$ cat src/rtl/seq_encoder_16x4.sv
// Sequential multi-hot encoder: accepts a request vector and emits the index of each
// set bit, lowest first, one index per idx_valid/idx_ready handshake.
module seq_encoder_16x4 #(
    parameter int unsigned WIDTH = 16,
    parameter int unsigned IDX_W = 4
) (
    input  logic             clk,
    input  logic             rst_n,
    input  logic             req_valid,
    output logic             req_ready,
    input  logic [WIDTH-1:0] req_vec,
    output logic             idx_valid,
    input  logic             idx_ready,
    output logic [IDX_W-1:0] idx,
    output logic             idx_last,
    output logic             zero_drop,
    output logic             busy
);

    localparam logic [0:0] ST_IDLE = 1'b0;
    localparam logic [0:0] ST_EMIT = 1'b1;

    logic [0:0]       r_state;
    logic [WIDTH-1:0] r_pend;
    logic             r_idx_valid;
    logic [IDX_W-1:0] r_idx;
    logic             r_idx_last;
    logic             r_zero_drop;
    logic             r_busy;

    logic [0:0]       w_state_nxt;
    logic [WIDTH-1:0] w_pend_nxt;
    logic             w_zero_drop_nxt;
    logic             w_hs;
    logic [WIDTH-1:0] w_idx_mask;
    logic [IDX_W-1:0] w_idx_nxt;
    logic             w_last_nxt;

    assign w_hs       = r_idx_valid && idx_ready;
    assign w_idx_mask = WIDTH'(1) << r_idx;

    always_comb begin
        w_state_nxt     = r_state;
        w_pend_nxt      = r_pend;
        w_zero_drop_nxt = 1'b0;
        case (r_state)
            ST_IDLE: begin
                if (req_valid) begin
                    if (req_vec == '0) begin
                        w_zero_drop_nxt = 1'b1;
                    end else begin
                        w_pend_nxt  = req_vec;
                        w_state_nxt = ST_EMIT;
                    end
                end
            end
            ST_EMIT: begin
                if (w_hs) begin
                    w_pend_nxt = r_pend & ~w_idx_mask;
                    if (r_idx_last) begin
                        w_state_nxt = ST_IDLE;
                    end
                end
            end
            default: begin
                w_state_nxt = ST_IDLE;
                w_pend_nxt  = '0;
            end
        endcase
    end

    // Index and last flag are precomputed from the next pending set so they can be registered.
    always_comb begin
        w_idx_nxt = '0;
        for (int i = WIDTH - 1; i >= 0; i--) begin
            if (w_pend_nxt[i]) begin
                w_idx_nxt = IDX_W'(i);
            end
        end
        w_last_nxt = (w_pend_nxt != '0) && ((w_pend_nxt & (w_pend_nxt - WIDTH'(1))) == '0);
    end

    always_ff @(posedge clk) begin
        if (!rst_n) begin
            r_state     <= ST_IDLE;
            r_pend      <= '0;
            r_idx_valid <= 1'b0;
            r_idx       <= '0;
            r_idx_last  <= 1'b0;
            r_zero_drop <= 1'b0;
            r_busy      <= 1'b0;
        end else begin
            r_state     <= w_state_nxt;
            r_pend      <= w_pend_nxt;
            r_idx_valid <= (w_state_nxt == ST_EMIT);
            r_idx       <= w_idx_nxt;
            r_idx_last  <= w_last_nxt;
            r_zero_drop <= w_zero_drop_nxt;
            r_busy      <= (w_state_nxt == ST_EMIT);
        end
    end

    assign req_ready = (r_state == ST_IDLE);
    assign idx_valid = r_idx_valid;
    assign idx       = r_idx;
    assign idx_last  = r_idx_last;
    assign zero_drop = r_zero_drop;
    assign busy      = r_busy;

endmodule

$ cat config.mk
export PLATFORM = sky130hd
export DESIGN_NAME = seq_encoder_16x4
export DESIGN_NICKNAME = d
export VERILOG_FILES = /design/src/rtl/seq_encoder_16x4.sv
export SDC_FILE = /design/constraint.sdc
export NUM_CORES = 1
export LEC_CHECK = 0
export ABC_AREA = 1
export CAP_MARGIN = 20
export CELL_PAD_IN_SITES_DETAIL_PLACEMENT = 0
export CELL_PAD_IN_SITES_GLOBAL_PLACEMENT = 1
export CORE_UTILIZATION = 30
export CTS_CLUSTER_SIZE = 20
export DETAILED_ROUTE_END_ITERATION = 10
export GPL_TIMING_DRIVEN = 0
export PLACE_DENSITY_LB_ADDON = 0.1
export SKIP_CTS_REPAIR_TIMING = 1
export SLEW_MARGIN = 40
export SYNTH_ARGS = -nofsm -noshare
export SYNTH_HDL_FRONTEND = slang
export SYNTH_SLANG_ARGS = --single-unit
$ cat constraint.sdc
create_clock -name clk -period 3.8 [get_ports clk]
set_input_delay 0.76 -clock clk [delete_from_list [all_inputs] [get_ports clk]]
set_output_delay 0.76 -clock clk [all_outputs]
set_load 0.01 [all_outputs]
## After elaboration in Yosys (flattened, before gate mapping)

Cells that the tools add are included.
Widths: inputs -> output; s select.

- $add $sub $neg: 1
- Shift operators: 1
- Mux-type cells: 25
- Bitwise logic cells: 6
- Reductions and logical operators: 10

Operators by type and width:

| operator | count |
|---|---|
| $mux 16 | 3 |
| $and 16x16->16 | 2 |
| $logic_not 16->1 | 2 |
| $mux 4 | 8 |
| $pmux 16 s2 | 1 |
| $not 16->16 | 1 |
| $reduce_bool 16->1 | 1 |
| $shl 1x4->16 const A | 1 |
| $sub 16x1->16 const B | 1 |
| $mux 3 | 4 |
| $reduce_or 9->1 | 1 |
| $mux 1 | 6 |
| $reduce_or 3->1 | 2 |
| $reduce_or 5->1 | 1 |
| $mux 2 | 2 |
| $not 1->1 | 3 |
| $logic_and 1x1->1 | 2 |
| $pmux 1 s2 | 1 |
| $reduce_or 2->1 | 1 |

- Flip-flop bits (word level): 23
- Input port bits: 20
- Output and inout bits: 9
- Word-level logic and storage cells: 51

## Longest topological paths before layout

Gate-level depths: netlist of run 1.

- Depth after elaboration: 20
- Mapped depth: 23
- Depth with buffers taken out: 21

## Least setup slack after synthesis of run 1

No wires, ideal clock.

- Path type: input port to flip-flop
- Start point: input req_vec[5]
- End point: register r_idx_last, in the netlist idx_last
- Library setup time: 0.064 ns
- Data arrival time: 2.283 ns
- Required time: 3.736 ns
- Setup slack: 1.453 ns
- Stages on the path: 17
- Path buffers: 2
- Path through: nor2_1 > nand2_1 > nor2_2 > nand2_4 > nand2_4 > buf_12 > buf_12 > nand2_4 > o21ai_4 > inv_2 > nor2_2 > nand2_2 > nor3_2 > a21oi_1 > nor2_1 > nand3b_1 > nor2_1

- Cells in the longest elaborated chain, start to end: 8
- Elaborated cells between the ends (all ways): 9
- Classes of those cells: add/sub: 1; mux: 3; bitwise: 1; reduce/logical: 4

Ends and longest elaborated chain:

| item | line | RTL |
|---|---|---|
| start: declaration | 11 | `input logic [WIDTH-1:0] req_vec,` |
| $logic_not 16->1 | 49 | `if (req_vec == '0) begin` |
| $mux 16 (*) | 49 |  |
| $mux 16 (*) | 48 | `if (req_valid) begin` |
| $pmux 16 s2 (*) | 46 | `case (r_state)` |
| $sub 16x1->16 | 80 | `w_last_nxt = (w_pend_nxt != '0) && ((w_pend_nxt & (w_pend_nxt - WIDTH'(1))) == '0);` |
| $and 16x16->16 | 80 |  |
| $logic_not 16->1 | 80 |  |
| $logic_and 1x1->1 (*) | 80 |  |
| end signal: assignment | 97 | `r_idx_last <= w_last_nxt;` |
| end: declaration | 27 | `logic r_idx_last;` |

Every way passes the cells marked *; elsewhere a longest branch is shown, timed or not.
A chain may end at the register's enable or synchronous reset.

## Final worst setup path of run 1

- Start point: input req_vec[7]
- End point: register r_idx_last, in the netlist idx_last

The elaborated chain is that of the path after synthesis.

==> impl_metrics.py, run 1 <==
metrics = {
    "critical_path": {
        "cpPeakStageDelay_ps": 430,
        "slowest_stage": "clkdlybuf4s50_1",
        "required_ps": 4000,
        "path_cells": "clkdlybuf4s50_1 > nor2_1 > nand2_1 > nor2_2 > nand2_4 > nand2_4 > buf_6 > nand2_1 > o21ai_2 > nand2_2 > nor2_4 > nand2_1 > o21ai_1 > o2111ai_1 > nor2_1 > nand3b_1 > nor2_1",
        "worstPathArrival_ps": 3110,
        "crit_type": "in2reg",
        "startpoint_type": "input pin",
        "cp_top_family": "simple AND/OR/NAND/NOR gates",
        "critPathCaptureType": "flip-flop",
        "path_buf_inv": 2,
        "crit_fanout": 10,
    },
    "global_routing": {
        "grt_pass1_wl_um": 6865,
        "grt_usage_pct": 17.17,
        "grt_pass1_vias": 1411,
        "antenna_found_initial": 0,
        "grt_max_degree": 13,
        "grt_remaining_overflow": 0,
    },
    "placement": {
        "hpwl_um": 3324,
        "postPlaceCellArea_um2": 1872,
        "port_buffers": 28,
        "gp_congestion": 0.8250,
        "pre_cts_ws_ps": 577.7,
        "placed_cells": 320,
    },
    "cts": {
        "cts_htree_levels": 1,
        "clkTransAtPathRegs_ps": 90,
        "tritoncts": "done",
        "cts.sinks": 23,
        "root_buffer": "clkbuf_8",
        "clk_latency_ps": 270,
        "cts_buffer_depth": 2,
        "cts_buffers": 3,
    },
    "drt": {
        "ant_nets": 0,
        "drt-initial-drc-count": 94,
        "drcViolationCount": 0,
        "routedWlPerCell_um": 12.65,
        "dr.pass1.iters": 4,
        "wl_um": 4097,
        "via_count": 1447,
        "vias_per_cell": 4.466,
    },
    "synth": {
        "synth_fa_ha_area_share_pct": 0,
        "synth_compound_area_share_pct": 17.68,
        "ys_warn_count": 0,
        "synth-seq-cells": 23,
        "synthesis.nets": 245,
        "yosys.cell_types.count": 32,
        "synth-seq-area-share_pct": 30.54,
        "yosys.area_share.xor_xnor_pct": 0,
        "synth_mux_area_share_pct": 0,
        "synth_simple_gate_area_share_pct": 38.17,
        "syn-mean-instance-area_um2": 6.701,
        "synth_top_family_by_area": "simple AND/OR/NAND/NOR gates",
        "syn_area_um2": 1508,
        "syn_inst": 225,
    },
    "timing": {
        "fmax_ghz": 0.3443,
        "finalSetupViolCount": 0,
        "skew_ps": 2.168,
        "fin_crit_sh_pct": 76.43,
        "slew_violations": 0,
        "finalSetupTns_ps": 0,
        "tightestPinTransition_ps": 629.6,
        "relSlewSlack_pct": 58.03,
        "hold_violations": 0,
        "rsz0062_at_grt": "false",
        "layout_setup_ws_ps": 895.5,
        "layout_min_cycle_time_ps": 2905,
    },
    "min_path": {
        "hold_class": "reg2reg",
    },
    "cells_and_area": {
        "syn2layout_area_growth_pct": 27.14,
        "n_antenna_cell": 0,
        "nNetsFinal": 278,
        "design_area_um2": 1917,
        "drive_gt1_share_pct": 16.73,
        "final_cells": 324,
    },
    "power_and_ir_drop": {
        "finalPower_mw": 0.6395,
        "ir_drop_v": 0.0001435,
        "power.density_nw_per_um2": 333.6,
        "p_leak_nw": 0.8219,
    },
    "flow_run": {
        "maxCapViolations": 0,
    },
    "die": {
        "coreArea_um2": 4786,
        "die_area_um2": 5313,
        "start_util_pct": 31.50,
        "die_w_um": 72.89,
        "rows": 25,
        "io_pins": 29,
        "die_h_um": 72.89,
    },
    "status": {
        "status": "completed",
    },
}
==> registers in the layout, indices dropped and copies added (netlist names) <==
name,flops
busy,1
idx,4
idx_last,1
r_pend,16
zero_drop,1
==> path summary, 6_finish.rpt <==
check        cells past startpoint                start                   to  slack (ps)
max                             17           req_vec[7]  idx_last$_SDFF_PN0_         900
min                              3  idx_last$_SDFF_PN0_      busy$_SDFF_PN0_         540
max reg2reg                     14    idx[2]$_SDFF_PP0_  idx_last$_SDFF_PN0_        1510
min reg2reg                      3  idx_last$_SDFF_PN0_      busy$_SDFF_PN0_         540
==> through the flow <==
stage                     utilization (%)  hold WS [ps]
after floorplan                         -         544.5
after global placement              39.11         515.1
after detailed placement            39.11         534.0
after CTS                           40.05         548.1
after global routing                40.05         574.5
final                               40.05         537.0
==> cell usage in the layout (no fill, tap or decap) <==
cell type,netlist,routed
clkinv_1,1,1
o21ai_1,10,10
o2111ai_1,1,1
o21ai_2,6,6
o21ai_0,4,4
nand3_1,15,15
nor3_2,1,1
a21oi_1,7,7
clkbuf_1,2,3
inv_1,28,28
buf_6,1,1
o211ai_1,1,1
dfxtp_1,23,23
clkbuf_8,0,3
o22ai_1,3,3
nor4_1,1,1
nand2_1,47,47
inv_2,8,8
nor2_1,28,28
nor3_1,4,4
o21a_1,4,4
nand2_4,3,3
a2111oi_0,1,1
o21ai_4,1,1
nor2_4,5,5
nand4_1,1,1
nand3b_1,1,1
buf_12,2,2
a31oi_1,3,3
nand3_2,1,1
nand2_2,6,6
clkdlybuf4s50_1,0,28
nor2_2,5,5
buf_4,1,1
==> Yosys cell counts, drive strengths merged <==
| cell | n | area (um2) |
|---|---|---|
| dfxtp | 23 | 460.4 |
| nand4 | 1 | 6.260 |
| inv | 36 | 135.1 |
| o2111ai | 1 | 8.760 |
| o22ai | 3 | 18.77 |
| a31oi | 3 | 18.77 |
| o21ai | 21 | 138.9 |
| nand3b | 1 | 7.510 |
| clkbuf | 2 | 7.510 |
| nand2 | 56 | 247.7 |
| buf | 4 | 58.81 |
| o211ai | 1 | 7.510 |
| nor4 | 1 | 6.260 |
| nor2 | 38 | 192.7 |
| nor3 | 5 | 30.03 |
| clkinv | 1 | 3.750 |
| nand3 | 16 | 85.08 |
| o21a | 4 | 30.03 |
| a21oi | 7 | 35.03 |
| a2111oi | 1 | 8.760 |
==> metal layers <==
layer / up-vias / routed length, um / GRT usage [%]
li1: 781 / - / -
met5: - / 0 / 0
met1: 628 / 2076 / 23.92
met4: 0 / 55 / 5.447
met3: 4 / 132 / 1.519
met2: 34 / 1832 / 28.04
==> cells by family (layout without fill, tap and decap cells) <==
kind of cell | count (synthesis) | in the layout
AO/OA/AOI/OAI | 41 | 41
flip-flops | 23 | 23
AND/OR/NAND/NOR | 118 | 118
buffers and inverters | 43 | 75
==> tightest hold or removal path, delay by kind of cell, from the launching register on <==
kind | cells | cell delay (ps)
DFF | 1 | 340
and+or+nand+nor | 2 | 100
AOI/OAI and AO/OA | 1 | 50
==> final cells by class <==
cell class / instances / area (um2)
Buffer: 6 / 66.31
Tap cell: 67 / 83.83
Inverter: 37 / 138.9
Multi-Input combinational cell: 159 / 842.1
Sequential cell: 23 / 460.4
Fill cell: 534 / 2869
Timing Repair Buffer: 28 / 280.3
Clock buffer: 4 / 45.04
==> report_power, final <==
group | internal [mW] | total, mW | switching [mW] | leakage [nW]
sequential | 0.257 | 0.267 | 0.00962 | 0.189
clock | 0.0750 | 0.159 | 0.0840 | 0.0228
combinational | 0.0882 | 0.214 | 0.125 | 0.610
total | 0.420 | 0.639 | 0.219 | 0.822
Note: power is estimated with default switching activity, not from simulation.
==> run 2: changes to the inputs <==
==> constraint.sdc (replaced) <==
create_clock -name clk -period 2.7 [get_ports clk]
set_input_delay 0.54 -clock clk [delete_from_list [all_inputs] [get_ports clk]]
set_output_delay 0.54 -clock clk [all_outputs]
set_load 0.01 [all_outputs]
==> run 2 against run 1 <==
Total power increased by 53%. Highest routed layer unchanged. Via count increased by 8.4%. First-iteration DRC count is 13% lower. Routed wire length up 13%. Die area unchanged. Combinational power is 76% higher. Clock skew rose by 0.66 ps. Critical path depth fell by 3. Utilization increased by 6.2 points. Final area rose by 16%. Count of clock-buffer cells in the layout unchanged.
==> impl_metrics.py, run 2 (synthesized netlist as in run 1, its figures left out) <==
metrics = {
    "die": {
        "die_w_um": 72.89,
        "die_h_um": 72.89,
        "die_area_um2": 5313,
        "rows": 25,
        "coreArea_um2": 4786,
        "io_pins": 29,
        "start_util_pct": 31.50,
    },
    "min_path": {
        "min_from": "idx_last$_SDFF_PN0_",
        "hold_class": "reg2reg",
        "holdPathStages": 3,
        "holdPathEnd": "busy$_SDFF_PN0_",
    },
    "cells_and_area": {
        "syn2layout_area_growth_pct": 46.97,
        "design_area_um2": 2216,
        "drive_gt1_share_pct": 28.15,
        "layout_common_cells": "nand2_1 (39), inv_1 (27), nor2_1 (25), dfxtp_1 (23), dlymetal6s2s_1 (17)",
        "largest_reg_flops": 16,
        "n_antenna_cell": 0,
        "nNetsFinal": 291,
        "top_register": "r_pend",
        "layout_commonest_cell": "nand2_1",
    },
    "placement": {
        "hpwl_um": 3324,
        "postPlaceCellArea_um2": 1872,
        "gp_congestion": 0.8250,
        "port_buffers": 28,
    },
    "critical_path": {
        "critPathCaptureType": "flip-flop",
        "worstPathArrival_ps": 2790,
        "r2r_cells": 14,
        "required_ps": 2900,
        "crit_fanout": 5,
        "worstReg2RegEnd": "idx_last$_SDFF_PN0_",
        "r2r-start": "idx[2]$_SDFF_PP0_",
        "rrSetupSlack_ps": 360,
        "startpoint_type": "input pin",
        "crit_type": "in2reg",
    },
    "drt": {
        "via_count": 1568,
        "dr.pass1.iters": 4,
        "drt-initial-drc-count": 82,
        "wl_um": 4649,
        "ant_nets": 0,
        "routedWlPerCell_um": 13.80,
        "vias_per_cell": 4.653,
        "drcViolationCount": 0,
    },
    "timing": {
        "finalSetupViolCount": 0,
        "fmax_ghz": 0.3852,
        "fin_crit_sh_pct": 96.16,
        "layout_min_cycle_time_ps": 2596,
        "slew_violations": 0,
        "tightestPinTransition_ps": 605.4,
        "skew_ps": 2.825,
        "hold_violations": 0,
        "relSlewSlack_pct": 59.64,
    },
    "power_and_ir_drop": {
        "clockPowerShare_pct": 23.3,
        "ir_drop_v": 0.0002124,
        "p_leak_nw": 1.087,
        "seqPwrFrac_pct": 38.4,
        "intPower_mw": 0.6311,
        "combPwrFrac_pct": 38.4,
        "p_sw_mw": 0.3496,
        "finalPower_mw": 0.9807,
        "power.density_nw_per_um2": 442.6,
        "switching_share_pct": 35.65,
    },
    "global_routing": {
        "grt_max_degree": 13,
        "grt_pass1_wl_um": 6865,
        "grt_pass1_vias": 1411,
        "grt_usage_pct": 17.17,
        "antenna_found_initial": 0,
        "grt_remaining_overflow": 0,
    },
    "cts": {
        "clk_latency_ps": 270,
        "root_buffer": "clkbuf_8",
        "cts_htree_levels": 1,
        "clkTransAtPathRegs_ps": 90,
        "cts_buffers": 3,
        "cts.sinks": 23,
        "cts_buffer_depth": 2,
        "tritoncts": "done",
    },
    "flow_run": {
        "maxCapViolations": 0,
    },
    "status": {
        "status": "completed",
    },
}
-- run 2: cell count changes in the layout (fill, tap and decap cells not counted), sizes merged --
cell	change
clkdlybuf4s50	-17
dlymetal6s2s	+17
buf	+11
clkbuf	+2
-- run 2: critical path: stages --
cell and delay, ps:
clkdlybuf4s50_1 470, inv_2 50, nor2_4 200, nand2_8 110, clkbuf_16 180, o21ai_4 200, nand2_4 80, nor2_4 220
nand2_4 100, nor3_4 200, a21oi_1 90, nor2_1 110, nand3b_1 80, nor2_1 140
-- run 2: cell type report --
type                    instances  area, um2
fillers                       513       2570
multi-input cells             159      962.2
flip-flops and latches         23      460.4
repair buffers                 41      455.4
inverters                      37      138.9
well taps                      67      83.83
plain buffers                   6      70.07
clock buffers                   4      45.04
-- run 2: metrics by stage --
step                      utilization [%]  TNS, ps  cells  hold slack (ps)  worst slack, ps
final                               46.30        0    337            537.5            103.6
after global routing                46.30   -28.01    337            574.5           -28.01
after CTS                           40.05   -31.43    324            548.1           -31.43
after detailed placement            39.11   -825.4    320            534.0           -302.3
after global placement              39.11   -923.3    320            515.1           -340.9
after floorplan                         -        0    225            544.5            572.6
-- run 2: routing by layer --
layer / wire length (um) / global-route usage [%]
met2: 2224 / 28.04
met4: 72 / 5.447
met3: 159 / 1.519
met1: 2194 / 23.92
met5: 0 / 0
-- run 2: worst max-delay path by stage --
stage,slack (ps),end,start
6_report,100,idx_last$_SDFF_PN0_,req_valid
5_1_grt,-30,idx_last$_SDFF_PN0_,req_valid
4_1_cts,-30,idx_last$_SDFF_PN0_,req_vec[7]
2_1_floorplan,570,idx_last$_SDFF_PN0_,req_vec[5]
3_5_place_dp,-300,idx_last$_SDFF_PN0_,req_vec[7]
3_3_place_gp,-340,idx_last$_SDFF_PN0_,req_vec[7]
-- run 2: power by group through the flow --
| stage | registers (mW) | clock network [mW] | logic [mW] |
|---|---|---|---|
| 2_1_floorplan | 0.384 | 0 | 0.202 |
| 3_3_place_gp | 0.383 | 0 | 0.306 |
| 3_5_place_dp | 0.384 | 0 | 0.303 |
| 4_1_cts | 0.376 | 0.230 | 0.305 |
| 5_1_grt | 0.379 | 0.243 | 0.414 |
| 6_report | 0.376 | 0.228 | 0.376 |
==> run 3: changes to the inputs <==
--- a/config.mk
+++ b/config.mk
@@ -5,7 +5,6 @@
 export SDC_FILE = /design/constraint.sdc
 export NUM_CORES = 1
 export LEC_CHECK = 0
-export ABC_AREA = 1
 export CAP_MARGIN = 20
 export CELL_PAD_IN_SITES_DETAIL_PLACEMENT = 0
 export CELL_PAD_IN_SITES_GLOBAL_PLACEMENT = 1
==> run 3 against run 2 <==
Routed wire length grew 29%. Final area up 8.6%. Sequential share of layout area shrank 1.7 points. Sequential power grew 3%. Clock power down 8%. Via count grew 28%. Clock skew about the same. Largest cell class unchanged. Highest routed layer unchanged.
==> impl_metrics.py, run 3 <==
metrics = {
    "global_routing": {
        "grt_max_degree": 13,
        "grt_pass1_vias": 1717,
        "grt_pass1_wl_um": 9266,
        "grt_usage_pct": 19.42,
        "antenna_found_initial": 0,
        "grt_remaining_overflow": 0,
    },
    "critical_path": {
        "path_cells": "dlymetal6s2s_1 > nor4_4 > nand4_4 > buf_4 > a22oi_1 > nor4_1 > o32ai_1 > a21o_1 > a2111oi_2",
        "r2r_cells": 8,
        "worst-path-stages": 9,
        "critPathCaptureType": "flip-flop",
        "path_buf_inv": 2,
        "endpoint": "idx[1]$_SDFF_PP0_",
        "r2r-start": "idx[0]$_SDFF_PP0_",
        "crit_fanout": 7,
        "crit_type": "in2reg",
        "cp_top_family": "compound AO/OA/AOI/OAI gates",
        "worstPathArrival_ps": 2660,
        "slowest_stage": "nor4_4",
        "rrSetupSlack_ps": 330,
        "cpPeakStageDelay_ps": 450,
        "worstReg2RegEnd": "idx_last$_SDFF_PN0_",
        "cp-startpoint": "req_vec[11]",
        "startpoint_type": "input pin",
        "required_ps": 2840,
    },
    "cells_and_area": {
        "largest_reg_flops": 16,
        "drive_gt1_share_pct": 20.00,
        "layout_commonest_cell": "nor2_1",
        "layout_common_cells": "nor2_1 (24), dfxtp_1 (23), o21ai_0 (20), nand2_1 (18), dlymetal6s2s_1 (17)",
        "n_antenna_cell": 0,
        "syn2layout_area_growth_pct": 35.30,
        "nNetsFinal": 296,
        "design_area_um2": 2407,
        "top_register": "r_pend",
    },
    "min_path": {
        "holdPathStages": 3,
        "min_from": "idx_last$_SDFF_PN0_",
        "hold_class": "reg2reg",
    },
    "status": {
        "status": "completed",
    },
    "power_and_ir_drop": {
        "clockPowerShare_pct": 21.4,
        "switching_share_pct": 35.37,
        "seqPwrFrac_pct": 39.4,
        "p_sw_mw": 0.3465,
        "intPower_mw": 0.6332,
        "combPwrFrac_pct": 39.2,
        "power.density_nw_per_um2": 406.9,
        "p_leak_nw": 0.9837,
        "ir_drop_v": 0.0001520,
        "finalPower_mw": 0.9796,
    },
    "flow_run": {
        "maxCapViolations": 0,
    },
    "die": {
        "start_util_pct": 31.73,
        "die_area_um2": 6243,
        "coreArea_um2": 5608,
        "die_h_um": 79.01,
        "die_w_um": 79.01,
        "rows": 27,
        "io_pins": 29,
    },
    "timing": {
        "fmax_ghz": 0.3970,
        "layout_min_cycle_time_ps": 2519,
        "fin_crit_sh_pct": 93.30,
        "relSlewSlack_pct": 62.97,
        "slew_violations": 0,
        "skew_ps": 2.447,
        "finalSetupViolCount": 0,
        "hold_violations": 0,
        "finalSetupTns_ps": 0,
        "rsz0062_at_grt": "false",
        "tightestPinTransition_ps": 555.4,
    },
    "cts": {
        "cts_htree_levels": 1,
        "clkTransAtPathRegs_ps": 80,
        "cts_buffers": 3,
        "cts.sinks": 23,
        "tritoncts": "done",
        "clk_latency_ps": 260,
        "cts_buffer_depth": 2,
        "root_buffer": "clkbuf_8",
    },
    "synth": {
        "syn_area_um2": 1779,
        "syn_inst": 232,
        "synth-main-ff-cell": "dfxtp_1",
        "yosys-top-cells-count": "nor2_1 (25), dfxtp_1 (23), o21ai_0 (23)",
        "synth-seq-area-share_pct": 25.88,
        "synth_top_area_cell": "dfxtp_1",
        "yosys.cell_types.count": 55,
        "yosysTopAreaCellShare_pct": 25.88,
        "synth_edf_count": 0,
        "synthesis.nets": 252,
        "syn-mean-instance-area_um2": 7.669,
        "synthTopCellsByArea": "dfxtp_1 (26%), o21ai_0 (6.5%), nor2_1 (5.3%)",
        "async_flop_share_pct": 0,
        "ys_warn_count": 0,
        "synth-seq-cells": 23,
        "synth_most_common_cell": "nor2_1",
    },
    "drt": {
        "routedWlPerCell_um": 17.28,
        "wl_um": 5995,
        "via_count": 2006,
        "vias_per_cell": 5.781,
        "drcViolationCount": 0,
        "dr.pass1.iters": 4,
        "ant_nets": 0,
        "drt-initial-drc-count": 155,
    },
    "placement": {
        "postPlaceCellArea_um2": 2150,
        "hpwl_um": 4639,
        "port_buffers": 28,
        "gp_congestion": 0.8858,
    },
}
==> run 3: changes by cell type after synthesis, sizes merged, moves of 4 or more <==
cell    previous run  this run
inv               36         5
a21oi              7        15
or2                0         4
nor4               1         8
and2               0        10
o211ai             1         5
o21ai             21        30
nand2             56        19
o32a               0         5
mux2               0         5
nor2              38        26
==> run 3: cell families after synthesis <==
family | share of synthesized area [%]
and+or+nand+nor | 35.16
AOI/OAI and AO/OA | 31.72
DFF | 25.88
buffers and inverters | 4.079
muxes | 3.164
==> run 3: worst min-delay path by stage <==
stage	endpoint	slack (ps)
floorplan	busy$_SDFF_PN0_	570
global placement	busy$_SDFF_PN0_	530
detailed placement	busy$_SDFF_PN0_	520
CTS	busy$_SDFF_PN0_	540
global route	busy$_SDFF_PN0_	620
finish	busy$_SDFF_PN0_	530
==> run 3: worst reg2reg max path, cell delays in order, from the launching register on <==
cell and delay [ps]:
dfxtp_1 330, buf_2 190, mux2_1 330, o32a_1 410
a21oi_4 200, mux2_1 230, nand3_1 120, o22a_1 230
nor4_2 240
==> run 3: routing by layer <==
layer  global-route usage, %  up-vias  wire length [um]
li1                        -      973                 -
met1                   29.29      950              3012
met4                   5.455        0                98
met2                   28.97       75              2540
met5                       0        -                 0
met3                   1.724        8               344
==> run 3: power groups by stage <==
stage	Clock (mW)	Sequential [mW]	Combinational, mW
after floorplan	0	0.391	0.219
after global placement	0	0.392	0.359
after detailed placement	0	0.393	0.351
after CTS	0.212	0.385	0.353
after global routing	0.227	0.390	0.415
final	0.210	0.386	0.384
==> run 3: area by class of cell <==
type                            instances  area (um2)
Tap cell                               72       90.09
Buffer                                 10       61.31
Clock buffer                            4       45.04
Sequential cell                        23       460.4
Inverter                                5       18.77
Multi-Input combinational cell        194        1326
Timing Repair Buffer                   39       405.4
Fill cell                             616        3201
==> run 3: per-stage QoR <==
step / util (%) / setup WS, ps / hold slack, ps / cells
CTS: 39.13 / -320.1 / 535.2 / 336
floorplan: - / 432.2 / 569.5 / 232
global route: 42.93 / 41.78 / 621.8 / 347
finish: 42.93 / 181.0 / 535.0 / 347
detailed placement: 38.33 / -583.8 / 522.5 / 332
global placement: 38.33 / -654.9 / 528.9 / 332
